<file path="config.mk">
export PLATFORM = sky130hd
export DESIGN_NAME = mips_instr_encoder
export DESIGN_NICKNAME = d
export VERILOG_FILES = /design/src/rtl/mips_instr_encoder.sv
export SDC_FILE = /design/constraint.sdc
export NUM_CORES = 1
export LEC_CHECK = 0
export BUFFER_PORTS_ARGS = -buffer_cell sky130_fd_sc_hd__clkbuf_2
export CORE_MARGIN = 8
export CORE_UTILIZATION = 49
export CTS_CLUSTER_SIZE = 14
export DETAILED_ROUTE_END_ITERATION = 6
export GPL_ROUTABILITY_DRIVEN = 0
export GPL_TIMING_DRIVEN = 0
export PLACE_DENSITY = 0.75
export SLEW_MARGIN = 15
export SYNTH_ARGS = -nofsm -noshare
export SYNTH_HDL_FRONTEND = slang
export SYNTH_SLANG_ARGS = --single-unit
</file>
<file path="constraint.sdc">
create_clock -name clk -period 3.5 [get_ports clk]
set_input_delay 0.175 -clock clk [delete_from_list [all_inputs] [get_ports clk]]
set_output_delay 0.175 -clock clk [all_outputs]
set_load 0.02 [all_outputs]
</file>
<file path="src/rtl/mips_instr_encoder.sv">
// Field-level MIPS instruction encoder. It writes the encoded words one after another into instruction memory.
// Define LI_COMPACT_EN to emit LI as a single word when either 16-bit half of the immediate is zero.
module mips_instr_encoder #(
  parameter int DEPTH = 1024,
  parameter int AW    = 10
) (
  input  logic          clk,
  input  logic          reset,
  input  logic          clear,
  input  logic          req_valid,
  output logic          req_ready,
  input  logic [3:0]    req_kind,
  input  logic [4:0]    req_rs,
  input  logic [4:0]    req_rt,
  input  logic [4:0]    req_rd,
  input  logic [31:0]   req_imm,
  output logic          im_we,
  output logic [AW-1:0] im_addr,
  output logic [31:0]   im_wdata,
  output logic          full,
  output logic          err
);

  typedef enum logic [1:0] {IDLE, EMIT1, EMIT2} state_t;

  typedef enum logic [3:0] {
    K_NOP, K_ADDU, K_SUBU, K_OR, K_ORI, K_LUI, K_LW, K_SW,
    K_LH, K_BEQ, K_J, K_JAL, K_JR, K_LI
  } kind_t;

  localparam logic [5:0] OP_ORI = 6'b001101;
  localparam logic [5:0] OP_LUI = 6'b001111;

  state_t        state, state_next;
  logic          we_q;
  logic          need_second;
  logic [31:0]   second_word;
  logic [31:0]   word1, word2;
  logic          two_word, illegal, accept, at_last;

  function automatic logic [31:0] rtype(input logic [4:0] rs, rt, rd, input logic [5:0] func);
    return {6'b000000, rs, rt, rd, 5'b00000, func};
  endfunction

  function automatic logic [31:0] itype(input logic [5:0] op, input logic [4:0] rs, rt,
                                        input logic [15:0] imm);
    return {op, rs, rt, imm};
  endfunction

  // NOTE: every output of an always_comb gets a default first, so no path can infer a latch.
  always_comb begin
    word1    = '0;
    word2    = '0;
    two_word = 1'b0;
    illegal  = 1'b0;
    case (kind_t'(req_kind))
      K_NOP:  word1 = '0;
      K_ADDU: word1 = rtype(req_rs, req_rt, req_rd, 6'b100001);
      K_SUBU: word1 = rtype(req_rs, req_rt, req_rd, 6'b100011);
      K_OR:   word1 = rtype(req_rs, req_rt, req_rd, 6'b100101);
      K_JR:   word1 = rtype(req_rs, 5'd0, 5'd0, 6'b001000);
      K_ORI:  word1 = itype(OP_ORI, req_rs, req_rt, req_imm[15:0]);
      K_LUI:  word1 = itype(OP_LUI, 5'd0, req_rt, req_imm[15:0]);
      K_LW:   word1 = itype(6'b100011, req_rs, req_rt, req_imm[15:0]);
      K_SW:   word1 = itype(6'b101011, req_rs, req_rt, req_imm[15:0]);
      K_LH:   word1 = itype(6'b100001, req_rs, req_rt, req_imm[15:0]);
      K_BEQ:  word1 = itype(6'b000100, req_rs, req_rt, req_imm[15:0]);
      K_J:    word1 = {6'b000010, req_imm[25:0]};
      K_JAL:  word1 = {6'b000011, req_imm[25:0]};
      K_LI: begin
`ifdef LI_COMPACT_EN
        if (req_imm[31:16] == 16'd0) begin
          word1 = itype(OP_ORI, 5'd0, req_rt, req_imm[15:0]);
        end else if (req_imm[15:0] == 16'd0) begin
          word1 = itype(OP_LUI, 5'd0, req_rt, req_imm[31:16]);
        end else begin
          two_word = 1'b1;
          word1    = itype(OP_LUI, 5'd0, req_rt, req_imm[31:16]);
          word2    = itype(OP_ORI, req_rt, req_rt, req_imm[15:0]);
        end
`else
        two_word = 1'b1;
        word1    = itype(OP_LUI, 5'd0, req_rt, req_imm[31:16]);
        word2    = itype(OP_ORI, req_rt, req_rt, req_imm[15:0]);
`endif
      end
      default: illegal = 1'b1;
    endcase
  end

  // im_addr is the write pointer itself. A two-word LI must not start on the last word.
  assign at_last   = (im_addr == AW'(DEPTH - 1));
  assign req_ready = (state == IDLE) && !full && !clear && !(two_word && at_last);
  assign accept    = req_valid && req_ready;

  // clear gates the strobe in the same cycle, so an aborted emission never writes.
  assign im_we = we_q && !clear;

  always_comb begin
    state_next = state;
    if (clear) begin
      state_next = IDLE;
    end else begin
      case (state)
        IDLE:    if (accept && !illegal) state_next = EMIT1;
        EMIT1:   state_next = need_second ? EMIT2 : IDLE;
        default: state_next = IDLE;
      endcase
    end
  end

  // NOTE: sequential state uses non-blocking assignments only, so every register samples pre-edge values.
  always_ff @(posedge clk or negedge reset) begin
    if (!reset) begin
      state       <= IDLE;
      we_q        <= 1'b0;
      im_addr     <= '0;
      im_wdata    <= '0;
      full        <= 1'b0;
      err         <= 1'b0;
      need_second <= 1'b0;
      second_word <= '0;
    end else begin
      state <= state_next;
      err   <= 1'b0;
      if (clear) begin
        we_q    <= 1'b0;
        im_addr <= '0;
        full    <= 1'b0;
      end else begin
        case (state)
          IDLE: begin
            if (accept) begin
              if (illegal) begin
                err <= 1'b1;
              end else begin
                we_q        <= 1'b1;
                im_wdata    <= word1;
                second_word <= word2;
                need_second <= two_word;
              end
            end
          end
          default: begin
            // The current word commits at this edge. Advance the pointer and wrap at the end of memory.
            im_addr <= im_addr + AW'(1);
            if (at_last) full <= 1'b1;
            if (state == EMIT1 && need_second) begin
              im_wdata <= second_word;
            end else begin
              we_q <= 1'b0;
            end
          end
        endcase
      end
    end
  end

endmodule

</file>
---- Yosys cells after proc, flatten, opt, wreduce, memory -nomap -nowiden ----
Cells that the tools add are included.
cells by class
  reduce and logical (&&, ||, !) cells .... 20
  eq/ne operators ......................... 22
  bitwise logic cells ..................... 1
  add/subtract/negate cells ............... 1
  mux-type cells .......................... 25
operators by type and width
  operator               number
  $pmux 32 s13           1
  $mux 32                4
  $mux 30                1
  $eq 4x4->1 const B     6
  $mux 10                2
  $eq 4x3->1 const B     4
  $reduce_or 14->1       1
  $mux 1                 13
  $add 10x1->10 const B  1
  $eq 10x10->1 const B   1
  $ne 3x3->1 const B     3
  $eq 4x2->1 const B     2
  $logic_and 1x1->1      8
  $reduce_and 4->1       2
  $mux 2                 3
  $ne 2x2->1 const B     3
  $eq 4x1->1 const B     1
  $logic_not 4->1        1
  $pmux 2 s2             1
  $reduce_bool 2->1      2
  $logic_not 1->1        3
  $ne 3x2->1 const B     1
  $reduce_and 3->1       1
  $eq 2x1->1 const B     1
  3 further kinds        3
word-level totals
  logic and storage cells ................. 77
  flip-flop bits (word level) ............. 80
  output and inout bits ................... 46
  input bits .............................. 55

---- Depth between registers and ports, before layout ----
Gate-level depths: netlist of run 1.
  depth in word-level cells ............... 10
  depth in mapped cells ................... 7
  gate-level depth less buffers ........... 6

---- Worst setup path before layout of run 1 ----
No wires, ideal clock.
  path type ............................... register to register
  from .................................... register im_addr[0]
  to ...................................... register im_wdata[10]
  path buffers ............................ 1
  clock period less this slack ............ 2072 ps
  library setup time ...................... 125 ps
  arrival time ............................ 1947 ps
  slack ................................... 1428 ps
  cell stages (with the launch flop) ...... 7
  cell sequence ........................... dfrtp_1 -> ha_1 -> nand4_1 -> nor4_4 -> nor2_4 -> buf_6 -> mux2_4
on the way
  cells in the longest elaborated chain, start to end .. 7
RTL lines
  item                        RTL line  RTL
  start: declaration          18        output logic [AW-1:0] im_addr,
  start signal: assignment    146       im_addr <= im_addr + AW'(1);
  $eq 10x10->1                92        assign at_last = (im_addr == AW'(DEPTH - 1));
  $logic_and 1x1->1           93        assign req_ready = (state == IDLE) && !full && !clear && !(two_word && at_last);
  $logic_not 1->1             93
  $logic_and 1x1->1           93
  $logic_and 1x1->1           94        assign accept = req_valid && req_ready;
  $ne 2x2->1 (no line)        n/a
  $reduce_and 4->1 (no line)  n/a
  end signal: assignment      138       im_wdata <= word1;
  end signal: assignment      149       im_wdata <= second_word;
  end: declaration            19        output logic [31:0] im_wdata,
Every way passes these cells.
A chain may end at the register's enable or synchronous reset.

---- Final worst setup path of run 1 ----
  from .................................... register state[0]
  to ...................................... output req_ready
on the way
  cells in the longest elaborated chain, start to end .. 4
RTL lines
  item                            RTL line  RTL
  start: declaration              34        state_t state, state_next;
  start signal: assignment        124       state <= state_next;
  $logic_not 2->1                 93
  $logic_and 1x1->1 (3 in a row)  93
  end: declaration                11        output logic req_ready,
Every way passes these cells.

==> results.txt, run 1 <==
Synth Net Count: 413
Setup crit end kind: output port
R2R setup slack: 1190 ps
Slew Limit Fails: 0
Setup Viol. Count Final: 0
Seq cells post-synth: 68
Final Core Density: 62.6%
Nets: 524
Skew final: 15.0 ps
Pre-CTS WS: 1210 ps
Setup bufs post-CTS: 0
FFs w/ async S/R, synth: 100%
Reg2reg end: second_word[3]
Netlist cell types: 54
Diode count: 0
Routed wire per std cell: 19.0 um
Most frequent cell after synthesis: dfrtp_1
Initial antenna violation count: 0
Synth top area cells: dfrtp_1 46%, mux2_4 6.1%, a22o_1 5.5%, o21ai_0 3.1%, o31ai_1 2.7%
Synth top cells by count: 68 x dfrtp_1, 25 x nand2_1, 23 x a22o_1, 23 x o21ai_0, 19 x clkbuf_1
Leak pwr: 2.18 nW
Unrepaired setup endpoints after global routing: no
Worst hold path class: in2reg
Clk buf depth: 2
Min-delay src: req_imm[10]
Avg Inst Size Synth: 10.3 sq um
Fill cells: 641
Number of synthesized flops with an enable pin: 0
Worst Path Arrival: 2260 ps
Yosys top cell area share: 46.4%
Final Hold Fails: 0
PwrDens: 476 mW/mm^2
Peak supply drop: 252 uV
Worst-path maximum fanout: 10
Max-slew headroom: 57.7%
Worst Hold Depth: 2
Initial DRT Pass Iterations: 5
Min Tclk post-route: 2430 ps
Root Buffer: clkbuf_8
TritonCTS buffer count: 9
Layout cell share with drive strength beyond 1: 31.7%
Initial core utilization: 50.6%
DIE AREA: 0.0105 sq mm
Die height: 103 um
Setup ws final: 1070 ps
Remaining DRCs: 0
Worst reg-to-reg path cell count: 5
Fmax: 0.411 GHz
Via count: 3366
Worst R2R Start: im_addr[0]
Antenna Nets Post-Route: 0
Primary FF master, synth: dfrtp_1
Cell taking the most area after synthesis: dfrtp_1
Port-buffer cells: 98
Critical path class: reg2out
Die width: 103 um
# rows: 31
TritonCTS clock tree: built
CTS H-tree lvls: 3
Worst Tran Pin Value: 628 ps
1st-iter DRT viols: 252
Hold EP: second_word[10]
Mapped Area: 0.00367 sq mm
Overall global routing resource usage: 21.4%
Clock edge transition at the registers on the reported setup and hold paths: 80 ps
Seq/Total Area, Yosys: 46.4%
Via count of the first global-routing pass: 3354
HPWL after DPL: 8070 um
Critical Path RT: 3320 ps
Outcome: finished, final reports clean
Area Overhead vs Synth: 23.7%
Setup_tns: 0 ps
CP Launch Type: flip-flop
First-pass GRT wire length: 17300 um
Clk_lat worst skew: 360 ps
Max-Cap Viols: 0
Largest net degree at the start of global routing: 47
Core Area: 0.00725 sq mm
Clock sink count: 68
Cells after Synth: 357
Fraction of the cycle the final worst path needs: 69.5%
Final WL: 10900 um
Ys Warns: 0
GR Overflow Total: 0
Post-DR vias/cell: 5.88
Ports: 101
[cell type report]
| type | instances | area (sq um) | area share [%] |
|---|---|---|---|
| clock inverter | 6 | 88.8 | 1.96 |
| timing repair buffer | 100 | 531 | 11.7 |
| buffer | 30 | 146 | 3.22 |
| multi-input combinational | 245 | 1770 | 39.0 |
| tap | 99 | 124 | 2.73 |
| clock buffer | 10 | 128 | 2.81 |
| inverter | 14 | 52.6 | 1.16 |
| sequential | 68 | 1700 | 37.5 |
[stage by stage]
stage | power (mW) | instances | area [sq um] | hold WS [ps]
after floorplan | 1.25 | 357 | 3670 | -121
after global placement | 1.44 | 554 | 4280 | 410
after detailed placement | 1.46 | 555 | 4310 | 129
after CTS | 2.17 | 572 | 4540 | 55.5
after global routing | 2.26 | 572 | 4540 | 42.6
final | 2.16 | 572 | 4540 | 53.8
[sequential cells by signal, indices dropped and copies added, names as in the netlist]
signal       count
state            2
err              1
second_word     22
we_q             1
im_addr         10
im_wdata        31
full             1
[layout by cell type (no fill, tap or decap), types with 7 or more instances in the layout]
master    synthesis  layout
a21oi_1          17      17
a22o_1           23      23
a22oi_1           7       7
a31oi_1           7       7
a32oi_1           7       7
clkbuf_1         19      20
clkbuf_2          0      97
clkbuf_8          0       9
dfrtp_1          68      68
inv_1            14      14
mux2_4           15      15
nand2_1          25      25
nor2_1           17      17
nor2b_1           9       9
o21ai_0          23      23
o31ai_1          13      13
[power by group]
part           internal, mW  leakage, nW  switching [mW]
clock network         0.401        0.102           0.317
logic                 0.216         1.17           0.303
registers             0.873        0.906          0.0509
[layer usage]
layer	routed length, um	global-route usage, %	vias up
met1	4720	28.2	1658
met2	5130	33.9	128
li1	-	-	1556
met5	0	0	-
met3	745	4.12	24
met4	268	8.13	0
[worst max-delay path: stages, from the launching register on]
cell and delay, ps:
dfrtp_1 410, buf_2 200, or2_2 280, clkbuf_1 190, clkbuf_1 310, nor4_1 290, clkbuf_2 230
[cells by family after synthesis]
group | after synthesis | synth area share, %
AOI/OAI and AO/OA | 125 | 24.7
and+or+nand+nor | 89 | 13.2
DFF | 68 | 46.4
buffers and inverters | 44 | 5.42
muxes | 20 | 7.67
xor gates and xnor gates | 9 | 2.15
adders and majority gates | 1 | 0.341
other | 1 | 0.102
[what timing repair did]
item / in CTS / in global routing
gates resized for setup: 0 / 0
hold buffers: 1 / 0
hold endpoints to repair: 22 / 0
[how the worst max path moves through the flow]
stage,from,end,slack (ps),cells past startpoint
global route,state[0],req_ready,970,6
CTS,state[0],req_ready,1090,6
floorplan,im_addr[0],im_wdata[10],1430,6
finish,state[0],req_ready,1070,6
global placement,im_addr[0],im_wdata[29],1260,6
detailed placement,im_addr[0],im_wdata[26],1210,6
No activity file was read; power rests on OpenSTA's default activity.
==> run 2, diff against run 1 <==
- clock period: 3.5 -> 2.5 ns (I/O delays scaled with it)
==> results.txt, run 2 (synthesis results as in run 1) <==
Critical Path RT: 2380 ps (-940 ps)
Via count: 3379 (+0.39%)
Final WL: 10900 um (about the same)
CTS H-tree lvls: 3 (unchanged)
Clk_lat worst skew: 360 ps (about the same)
PostCTS Resize Cnt: 0 (unchanged)
Post-DR vias/cell: 5.90 (+0.21%)
1st-iter DRT viols: 277 (+9.9%)
PwrDens: 665 mW/mm^2 (+40%)
Critical-path cell list: buf_2 -> or2_2 -> clkbuf_1 -> clkbuf_1 -> nor4_1 -> clkbuf_2
Setup_tns: 0 ps (unchanged)
Slew Limit Fails: 0 (unchanged)
NetSw: 0.939 mW (+40%)
Worst-path maximum fanout: 10 (unchanged)
CP dominant cell by count: clkbuf_1
HPWL after DPL: 8070 um (unchanged)
Fraction of the cycle the final worst path needs: 96.9%
Nets: 525 (+0.19%)
TritonCTS buffer count: 9 (unchanged)
Worst reg-to-reg path cell count: 6 (+1)
Worst Tran Pin Value: 636 ps (+7.65 ps)
DIE AREA: 0.0105 sq mm (unchanged)
TritonCTS clock tree: built
Unrepaired setup endpoints after global routing: no
Leak pwr: 2.19 nW (+0.19%)
# rows: 31 (unchanged)
Core Area: 0.00725 sq mm (unchanged)
Routed wire per std cell: 18.9 um (-0.24%)
Slowest stage cell, crit path: dfrtp_1
Die width: 103 um (unchanged)
Hold EP: second_word[10]
Hold-fix buffers, CTS: 1 (unchanged)
Worst Hold Depth: 2 (unchanged)
Worst hold path class: in2reg
Min-delay src: req_imm[10]
Most frequent cells in the layout: 97 x clkbuf_2, 68 x dfrtp_1, 25 x nand2_1
Via count of the first global-routing pass: 3354 (unchanged)
GR Overflow Total: 0 (unchanged)
First-pass GRT wire length: 17300 um (unchanged)
Worst R2R Start: im_addr[0]
Clk buf depth: 2 (unchanged)
Area Overhead vs Synth: 24.0%
Antenna Nets Post-Route: 0 (unchanged)
Top delay family on crit path: buffers and inverters
Worst Path Arrival: 2300 ps (+40 ps)
Ports: 101 (unchanged)
Critical path's largest stage delay: 410 ps (about the same)
Critical path class: reg2out
Worst Path Buf+Inv: 4 (unchanged)
Commonest non-fill, non-tap cell in the layout: clkbuf_2
Peak supply drop: 354 uV (+40%)
Clock sink count: 68 (unchanged)
Setup crit end kind: output port
Min Tclk post-route: 2420 ps
Die height: 103 um (unchanged)
CP Launch Type: flip-flop
Skew final: 14.6 ps (-0.439 ps)
Layout cell share with drive strength beyond 1: 31.6% (-0.067 points)
Max reg flops: 31 (unchanged)
R2R setup slack: 190 ps (-1000 ps)
Largest net degree at the start of global routing: 47 (unchanged)
Biggest regs: im_wdata (31), second_word (22), im_addr (10)
Comb power frac: 24.1% (about the same)
Biggest register: im_wdata
Internal power: 2.09 mW (+40%)
Design Power: 3.03 mW (+40%)
Max-slew headroom: 57.6% (-0.068 points)
Outcome: finished, final reports clean
Max-Cap Viols: 0 (unchanged)
Root Buffer: clkbuf_8
Initial core utilization: 50.6% (unchanged)
Remaining DRCs: 0 (unchanged)
Initial antenna violation count: 0 (unchanged)
Overall global routing resource usage: 21.4% (unchanged)
Diode count: 0 (unchanged)
Setup bufs post-CTS: 0 (unchanged)
Clk pwr share: 33.2% (about the same)
Flop pwr share: 42.7% (about the same)
Clock edge transition at the registers on the reported setup and hold paths: 80 ps (about the same)
Setup Viol. Count Final: 0 (unchanged)
Port-buffer cells: 98 (unchanged)
Fmax: 0.413 GHz
Switching part of the total power: 31.0% (about the same)
Initial DRT Pass Iterations: 5 (unchanged)
Reg2reg end: im_wdata[26]
Final Core Density: 62.7% (+0.14 points)
Final Hold Fails: 0 (unchanged)
## run 2: cell count changes in the layout (fill, tap and decap cells not counted), sizes merged
cell,previous run,this run
dlygate4sd3,1,2
## run 2: layout make-up
class                      instances  area [sq um]
inverter                          14          52.6
timing repair buffer             101           541
multi-input combinational        245          1770
clock buffer                      10           128
tap                               99           124
buffer                            30           146
clock inverter                     6          88.8
fill                             640          2700
sequential                        68          1700
## run 2: stage by stage
| step | area [sq um] | worst slack [ps] | instances | hold WS, ps |
|---|---|---|---|---|
| after CTS | 4540 | 142 | 572 | 5.52 |
| final | 4550 | 78.2 | 573 | 6.15 |
| after global routing | 4550 | 21.5 | 573 | 4.28 |
| after global placement | 4280 | 264 | 554 | 360 |
| after floorplan | 3670 | 428 | 357 | -171 |
| after detailed placement | 4310 | 210 | 555 | 79.0 |
## run 2: worst max path at each step
| stage | from | end | slack, ps | depth (start not counted) |
|---|---|---|---|---|
| 2_1_floorplan | im_addr[0] | im_wdata[10] | 430 | 6 |
| 3_3_place_gp | im_addr[0] | im_wdata[29] | 260 | 6 |
| 3_5_place_dp | im_addr[0] | im_wdata[26] | 210 | 6 |
| 4_1_cts | state[0] | req_ready | 140 | 6 |
| 5_1_grt | im_addr[0] | second_word[3] | 20 | 7 |
| 6_report | state[0] | req_ready | 80 | 6 |
## run 2: worst reg2reg max path, stage by stage (launching register included)
cell and delay [ps]:
dfrtp_1 420, ha_1 240, nand4_1 240, nor4_4 630, nor2_4 160, buf_6 200
mux2_4 310
## run 2: layer usage
| metal | up-vias | GRT usage, % | wire (um) |
|---|---|---|---|
| li1 | 1556 | - | - |
| met1 | 1654 | 28.2 | 4670 |
| met5 | - | 0 | 0 |
| met2 | 150 | 33.9 | 5170 |
| met3 | 19 | 4.12 | 785 |
| met4 | 0 | 8.13 | 227 |
## run 2: power by group through the flow
| stage | Sequential, mW | Combinational (mW) | Clock [mW] |
|---|---|---|---|
| after global routing | 1.31 | 0.785 | 1.07 |
| after global placement | 1.31 | 0.711 | 0 |
| after detailed placement | 1.32 | 0.725 | 0 |
| after floorplan | 1.44 | 0.315 | 0 |
| after CTS | 1.29 | 0.731 | 1.01 |
| final | 1.29 | 0.729 | 1.01 |
